`config.mk`:
```
export PLATFORM = sky130hd
export DESIGN_NAME = vend_credit_ctrl_flat
export DESIGN_NICKNAME = d
export VERILOG_FILES = /design/src/rtl/vend_credit_ctrl_if.sv /design/src/rtl/vend_credit_ctrl.sv /design/src/flat_wrapper.sv
export SDC_FILE = /design/constraint.sdc
export NUM_CORES = 1
export LEC_CHECK = 0
export CORE_ASPECT_RATIO = 1.2
export CORE_MARGIN = 5
export CORE_UTILIZATION = 54
export CTS_CLUSTER_SIZE = 30
export DETAILED_ROUTE_END_ITERATION = 7
export GPL_TIMING_DRIVEN = 0
export PLACE_DENSITY = 0.78
export RECOVER_POWER = 25
export SYNTH_ARGS = -nofsm -noshare
export SYNTH_HDL_FRONTEND = slang
export SYNTH_SLANG_ARGS = --single-unit
```
`constraint.sdc`:
```
create_clock -name clk -period 3.4 [get_ports clk]
set_input_delay 0.68 -clock clk [delete_from_list [all_inputs] [get_ports clk]]
set_output_delay 0.68 -clock clk [all_outputs]
set_load 0.01 [all_outputs]
```
`src/rtl/vend_credit_ctrl_if.sv`:
```
// Front-panel / display bundle for the vending credit controller.
//
// Handshake: there is no valid/ready pair. Inputs are synchronous levels that
// the controller edge-detects itself; every output is a registered level or a
// one-cycle pulse, valid on every cycle after reset is released.
//
// fsm_state is a debug view of the controller state:
// 0 = IDLE, 1 = ACCUM, 2 = VEND, 3 = CHANGE.
interface vend_credit_ctrl_if;
  logic       coin_a;
  logic       coin_b;
  logic       sel;
  logic       cancel;
  logic [3:0] digit;
  logic       dispense;
  logic       change_pulse;
  logic       coin_reject;
  logic       busy;
  logic       credit_full;
  logic [1:0] fsm_state;

  modport master (
    output coin_a, coin_b, sel, cancel,
    input  digit, dispense, change_pulse, coin_reject, busy, credit_full, fsm_state
  );

  modport slave (
    input  coin_a, coin_b, sel, cancel,
    output digit, dispense, change_pulse, coin_reject, busy, credit_full, fsm_state
  );
endinterface

```
`src/rtl/vend_credit_ctrl.sv`:
```
// Vending credit sequencer: accumulates coin credit, grants a purchase,
// holds dispense for DISP_CYCLES cycles, then returns change one unit per
// cycle. The stored credit never exceeds MAX_CREDIT (<= 8) so the digit
// output always stays inside the seven-segment decoder range.
module vend_credit_ctrl #(
  parameter int unsigned PRICE       = 3,
  parameter int unsigned MAX_CREDIT  = 8,
  parameter int unsigned DISP_CYCLES = 4
) (
  input  logic              clk,
  input  logic              reset,
  vend_credit_ctrl_if.slave bus
);

  localparam int CW = (DISP_CYCLES > 1) ? $clog2(DISP_CYCLES) : 1;

  typedef enum logic [1:0] {
    ST_IDLE   = 2'd0,
    ST_ACCUM  = 2'd1,
    ST_VEND   = 2'd2,
    ST_CHANGE = 2'd3
  } state_t;

  state_t        state, state_n;
  logic [3:0]    credit, credit_n;
  logic [CW-1:0] cnt, cnt_n;

  // Input bit order: {cancel, sel, coin_b, coin_a}
  logic [3:0] in_q, prev_q, ev;

  logic dispense_q, dispense_n;
  logic change_q, change_n;
  logic reject_q, reject_n;
  logic busy_q, full_q;

  logic       coin_ev;
  logic [4:0] add, sum;

  // Two-stage sampling: in_q is the current sample, prev_q the one before.
  always_ff @(posedge clk or posedge reset) begin
    if (reset) begin
      in_q   <= '0;
      prev_q <= '0;
    end else begin
      in_q   <= {bus.cancel, bus.sel, bus.coin_b, bus.coin_a};
      prev_q <= in_q;
    end
  end

  assign ev      = in_q & ~prev_q;
  assign coin_ev = ev[0] | ev[1];
  assign add     = {3'b000, ev[1], ev[0]};
  // 5-bit sum so credit + 3 cannot wrap before the ceiling test.
  assign sum     = {1'b0, credit} + add;

  // State, credit and registered outputs.
  always_ff @(posedge clk or posedge reset) begin
    if (reset) begin
      state      <= ST_IDLE;
      credit     <= '0;
      cnt        <= '0;
      dispense_q <= 1'b0;
      change_q   <= 1'b0;
      reject_q   <= 1'b0;
      busy_q     <= 1'b0;
      full_q     <= 1'b0;
    end else begin
      state      <= state_n;
      credit     <= credit_n;
      cnt        <= cnt_n;
      dispense_q <= dispense_n;
      change_q   <= change_n;
      reject_q   <= reject_n;
      busy_q     <= (state_n == ST_VEND) || (state_n == ST_CHANGE);
      full_q     <= (credit_n == 4'(MAX_CREDIT));
    end
  end

  // Next-state logic; priority cancel > sel > coins, and only an action that
  // takes effect pre-empts a coin (an ignored sel/cancel lets coins through).
  always_comb begin
    state_n    = state;
    credit_n   = credit;
    cnt_n      = cnt;
    dispense_n = 1'b0;
    change_n   = 1'b0;
    reject_n   = 1'b0;
    case (state)
      ST_IDLE, ST_ACCUM: begin
        if (ev[3] && (state == ST_ACCUM)) begin
          state_n  = ST_CHANGE;
          reject_n = coin_ev;
        end else if (ev[2] && (state == ST_ACCUM) &&
                     ({1'b0, credit} >= 5'(PRICE))) begin
          state_n    = ST_VEND;
          credit_n   = credit - 4'(PRICE);
          cnt_n      = CW'(DISP_CYCLES - 1);
          dispense_n = 1'b1;
          reject_n   = coin_ev;
        end else if (coin_ev) begin
          if (sum > 5'(MAX_CREDIT)) begin
            reject_n = 1'b1;
          end else begin
            credit_n = sum[3:0];
            state_n  = ST_ACCUM;
          end
        end
      end
      ST_VEND: begin
        reject_n = coin_ev;
        if (cnt != '0) begin
          cnt_n      = cnt - CW'(1);
          dispense_n = 1'b1;
        end else begin
          state_n = (credit != 4'd0) ? ST_CHANGE : ST_IDLE;
        end
      end
      ST_CHANGE: begin
        reject_n = coin_ev;
        if (credit != 4'd0) begin
          credit_n = credit - 4'd1;
          change_n = 1'b1;
        end
        if (credit <= 4'd1) begin
          state_n = ST_IDLE;
        end
      end
      default: begin
        state_n = ST_IDLE;
      end
    endcase
  end

  assign bus.digit        = credit;
  assign bus.dispense     = dispense_q;
  assign bus.change_pulse = change_q;
  assign bus.coin_reject  = reject_q;
  assign bus.busy         = busy_q;
  assign bus.credit_full  = full_q;
  assign bus.fsm_state    = state;

endmodule

```
`src/flat_wrapper.sv`:
```
// flat-port wrapper written by rule: the top's interface ports become plain ports
module vend_credit_ctrl_flat 
#(
  parameter int unsigned PRICE       = 3,
  parameter int unsigned MAX_CREDIT  = 8,
  parameter int unsigned DISP_CYCLES = 4
)
  (clk, reset, bus_coin_a, bus_coin_b, bus_sel, bus_cancel, bus_digit, bus_dispense, bus_change_pulse, bus_coin_reject, bus_busy, bus_credit_full, bus_fsm_state);
  vend_credit_ctrl_if bus_i ();
  input  logic clk;
  input  logic reset;
  input wire logic [$bits(bus_i.coin_a)-1:0] bus_coin_a;
  input wire logic [$bits(bus_i.coin_b)-1:0] bus_coin_b;
  input wire logic [$bits(bus_i.sel)-1:0] bus_sel;
  input wire logic [$bits(bus_i.cancel)-1:0] bus_cancel;
  output wire logic [$bits(bus_i.digit)-1:0] bus_digit;
  output wire logic [$bits(bus_i.dispense)-1:0] bus_dispense;
  output wire logic [$bits(bus_i.change_pulse)-1:0] bus_change_pulse;
  output wire logic [$bits(bus_i.coin_reject)-1:0] bus_coin_reject;
  output wire logic [$bits(bus_i.busy)-1:0] bus_busy;
  output wire logic [$bits(bus_i.credit_full)-1:0] bus_credit_full;
  output wire logic [$bits(bus_i.fsm_state)-1:0] bus_fsm_state;
  assign bus_i.coin_a = bus_coin_a;
  assign bus_i.coin_b = bus_coin_b;
  assign bus_i.sel = bus_sel;
  assign bus_i.cancel = bus_cancel;
  assign bus_digit = bus_i.digit;
  assign bus_dispense = bus_i.dispense;
  assign bus_change_pulse = bus_i.change_pulse;
  assign bus_coin_reject = bus_i.coin_reject;
  assign bus_busy = bus_i.busy;
  assign bus_credit_full = bus_i.credit_full;
  assign bus_fsm_state = bus_i.fsm_state;
  vend_credit_ctrl #(.PRICE(PRICE), .MAX_CREDIT(MAX_CREDIT), .DISP_CYCLES(DISP_CYCLES)) u_core (.clk(clk), .reset(reset), .bus(bus_i));
endmodule
```
==> impl_metrics.toml <==
[logic_synthesis]
synth-seq-cells = 21
synthDistinctLibCells = 45
yosys_warnings = 0
synth-compound-area-share_pct = 20.0
synth-edff-count = 0
synth_fp_nets = 158
synth_cells = 145
netlist.area_leader.share_pct = 40.0
seq_area_frac_synth_pct = 40.0
synth_ff_type = "dfrtp_1"
post_synth_xor_area_fraction_pct = 2.67
yosys.area_share.simple_pct = 23.5
synth-async-reset-ratio_pct = 100
synth_top_family_by_area = "simple AND/OR/NAND/NOR gates"
synth_area_leaders = "dfrtp_1 40%, ha_1 6.7%, a21oi_1 5.7%"
synth_area_um2 = 1310
syn_area_per_cell_um2 = 9.05
yosysTopAreaCell = "dfrtp_1"
synth_mux_area_share_pct = 1.62
synthAdderAreaFrac_pct = 6.67

[global_routing]
grt.total_usage_pct = 20.2
grt_max_degree = 22
grt_pass1_vias = 1177
grt_remaining_overflow = 0
antenna_found_initial = 0
grt_pass1_wl_um = 5460

[sta]
rsz0062_at_grt = "false"
max_slew.worst_pin.slew_ns = 0.771
period_share_pct = 86.1
fin_ws_ns = 0.471
setup_viol = 0
slew_viol_final = 0
hold_viol = 0
tns_ns = 0
period_needed_ns = 2.93
worst_clock_skew_ns = 0.00720
fmax_mhz = 341
max-slew-margin-rel_pct = 48.6

[place]
dp_slack_ns = 0.293
gp_congestion = 0.829
port-buffer-count = 16
dp_hpwl_um = 2370
dp_cells = 192

[final_layout]
drive_gt1_share_pct = 11.5
nets = 179
fin_cells = 196
diodes = 0
layout_commonest_cell = "dfrtp_1"
area_growth_pct = 17.3
final_cell_mix = "21 x dfrtp_1, 15 x a21oi_1, 13 x nand2_1, 11 x nor2_1, 11 x clkdlybuf4s50_1"

[clock_tree]
clock-sinks = 21
clockBufferDepth = 2
root_buffer = "clkbuf_4"
cts_buffers = 3
hold_buffers = 0
clk_latency_ns = 0.30
clk_pin_slew_worst_paths_ns = 0.11
cts.repair.resized = 0
cts_tree = "built"
postCtsSetupBuffers = 0
htree_levels = 1

[worst_setup_path]
end_kind = "flop"
crit_type = "reg -> reg"
startpoint_type = "flop"
slowest_stage = "or4_1"
crit_required_ns = 3.59
path_max_fanout = 10
crit_chain = "clkbuf_2 > inv_1 > xnor2_1 > ha_1 > or2_1 > o211ai_1 > a32oi_1 > or4_1 > nand3_1 > a21o_1 > nor4b_2"
reg2reg_depth = 11
arrival_ns = 3.12
critPathMaxStageDelay_ns = 0.47

[power_and_ir_drop]
clkPwrFrac_pct = 8.4
internal_power_uw = 758
powerDensity_nw_per_um2 = 913
swShare_pct = 46.0
power_switching_uw = 647
power.share.combinational_pct = 63.3
totalPowerFinal_mw = 1.41
ir_drop_mv = 0.572
leakage_nw = 0.670
pwr-share-seq_pct = 28.3

[worst_hold_path]
hp-class = "reg -> reg"
hold_depth = 0

[route]
drt-vias-per-instance = 5.86
drc_errors = 0
wirelength_um = 3050
routed-via-count = 1148
ant_nets = 0
drt_iter0_markers = 33
wl_per_cell_um = 15.5
dr.pass1.iters = 4

[run_status]
status = "finished clean"

[floorplan]
core_um2 = 2310
die_area_um2 = 3520
pin_count = 17
dieHeight_um = 64.0
num_rows = 19
die_w_um = 55.0
initial_core_util_pct = 56.9

[job]
cap_violations = 0
==> registers in the layout, indices dropped and copies added, names as in the netlist <==
| signal | count |
|---|---|
| u_core.bus.change_pulse | 1 |
| u_core.bus.credit_full | 1 |
| u_core.bus.coin_reject | 1 |
| u_core.prev_q | 4 |
| u_core.bus.busy | 1 |
| u_core.in_q | 4 |
| u_core.cnt | 2 |
| u_core.bus.fsm_state | 2 |
| u_core.bus.digit | 4 |
| u_core.bus.dispense | 1 |
==> path summary, 6_finish.rpt <==
kind / from / endpoint / slack (ns)
max: u_core.bus.digit[1] / u_core.bus.credit_full / 0.47
max reg2reg: u_core.bus.digit[1] / u_core.bus.credit_full / 0.47
max in group asynchronous: reset / u_core.bus.fsm_state[0] / 1.98
min in group asynchronous: reset / u_core.bus.change_pulse / 0.94
min: u_core.in_q[2] / u_core.prev_q[2] / 0.38
min reg2reg: u_core.in_q[2] / u_core.prev_q[2] / 0.38
==> power groups by stage <==
stage	combinational (mW)	clock (mW)	sequential [mW]
after floorplan	0.588	0	0.419
after global placement	0.860	0	0.402
after detailed placement	0.882	0	0.403
after CTS	0.888	0.122	0.397
after global routing	0.998	0.133	0.411
final	0.890	0.118	0.398
==> layer usage <==
layer / wire length [µm] / global-route usage [%]
met4: 25 / 3.95
met2: 1570 / 33.7
met5: 0 / 0
met3: 88 / 2.09
met1: 1360 / 27.8
==> critical path: cells and delay by family (launching register included) <==
family | cells | cell delay (ns)
buffers and inverters | 2 | 0.44
AND/OR/NAND/NOR | 4 | 0.86
AO/OA/AOI/OAI | 3 | 0.67
adder cells (fa/ha/maj) | 1 | 0.25
XOR/XNOR | 1 | 0.17
flip-flops | 1 | 0.43
==> metrics by stage <==
stage,util (%),area (µm²),hold WS (ns)
global placement,65.5,1510,0.354
floorplan,-,1310,0.346
detailed placement,65.5,1510,0.369
finish,66.7,1540,0.385
CTS,66.7,1540,0.393
global route,66.7,1540,0.397
==> kinds of logic after synthesis <==
logic type / after synthesis
simple gates: 55
mux: 2
fa+ha+maj: 7
flops: 21
xor+xnor: 4
buf+inv: 16
compound gates: 40
==> final cells by class <==
| class | instances | area [µm²] |
|---|---|---|
| Clock buffer | 4 | 26.3 |
| Sequential cell | 21 | 526 |
| Buffer | 6 | 35.0 |
| Tap cell | 31 | 38.8 |
| Inverter | 10 | 37.5 |
| Timing Repair Buffer | 16 | 160 |
| Multi-Input combinational cell | 108 | 716 |
| Fill cell | 198 | 767 |
==> cell usage after synthesis (all sizes together) (2+ instances only) <==
cell	instances
a211oi	2
a21oi	15
a31oi	2
a32oi	2
and2	2
and2b	2
buf	4
clkbuf	2
dfrtp	21
ha	7
inv	10
nand2	13
nand3	5
nand4	2
nand4b	2
nor2	12
nor3	7
nor4b	2
o211ai	4
o21ai	3
o22ai	3
o31ai	3
or2	2
xnor2	3
Power figures use the tool's default switching activity.
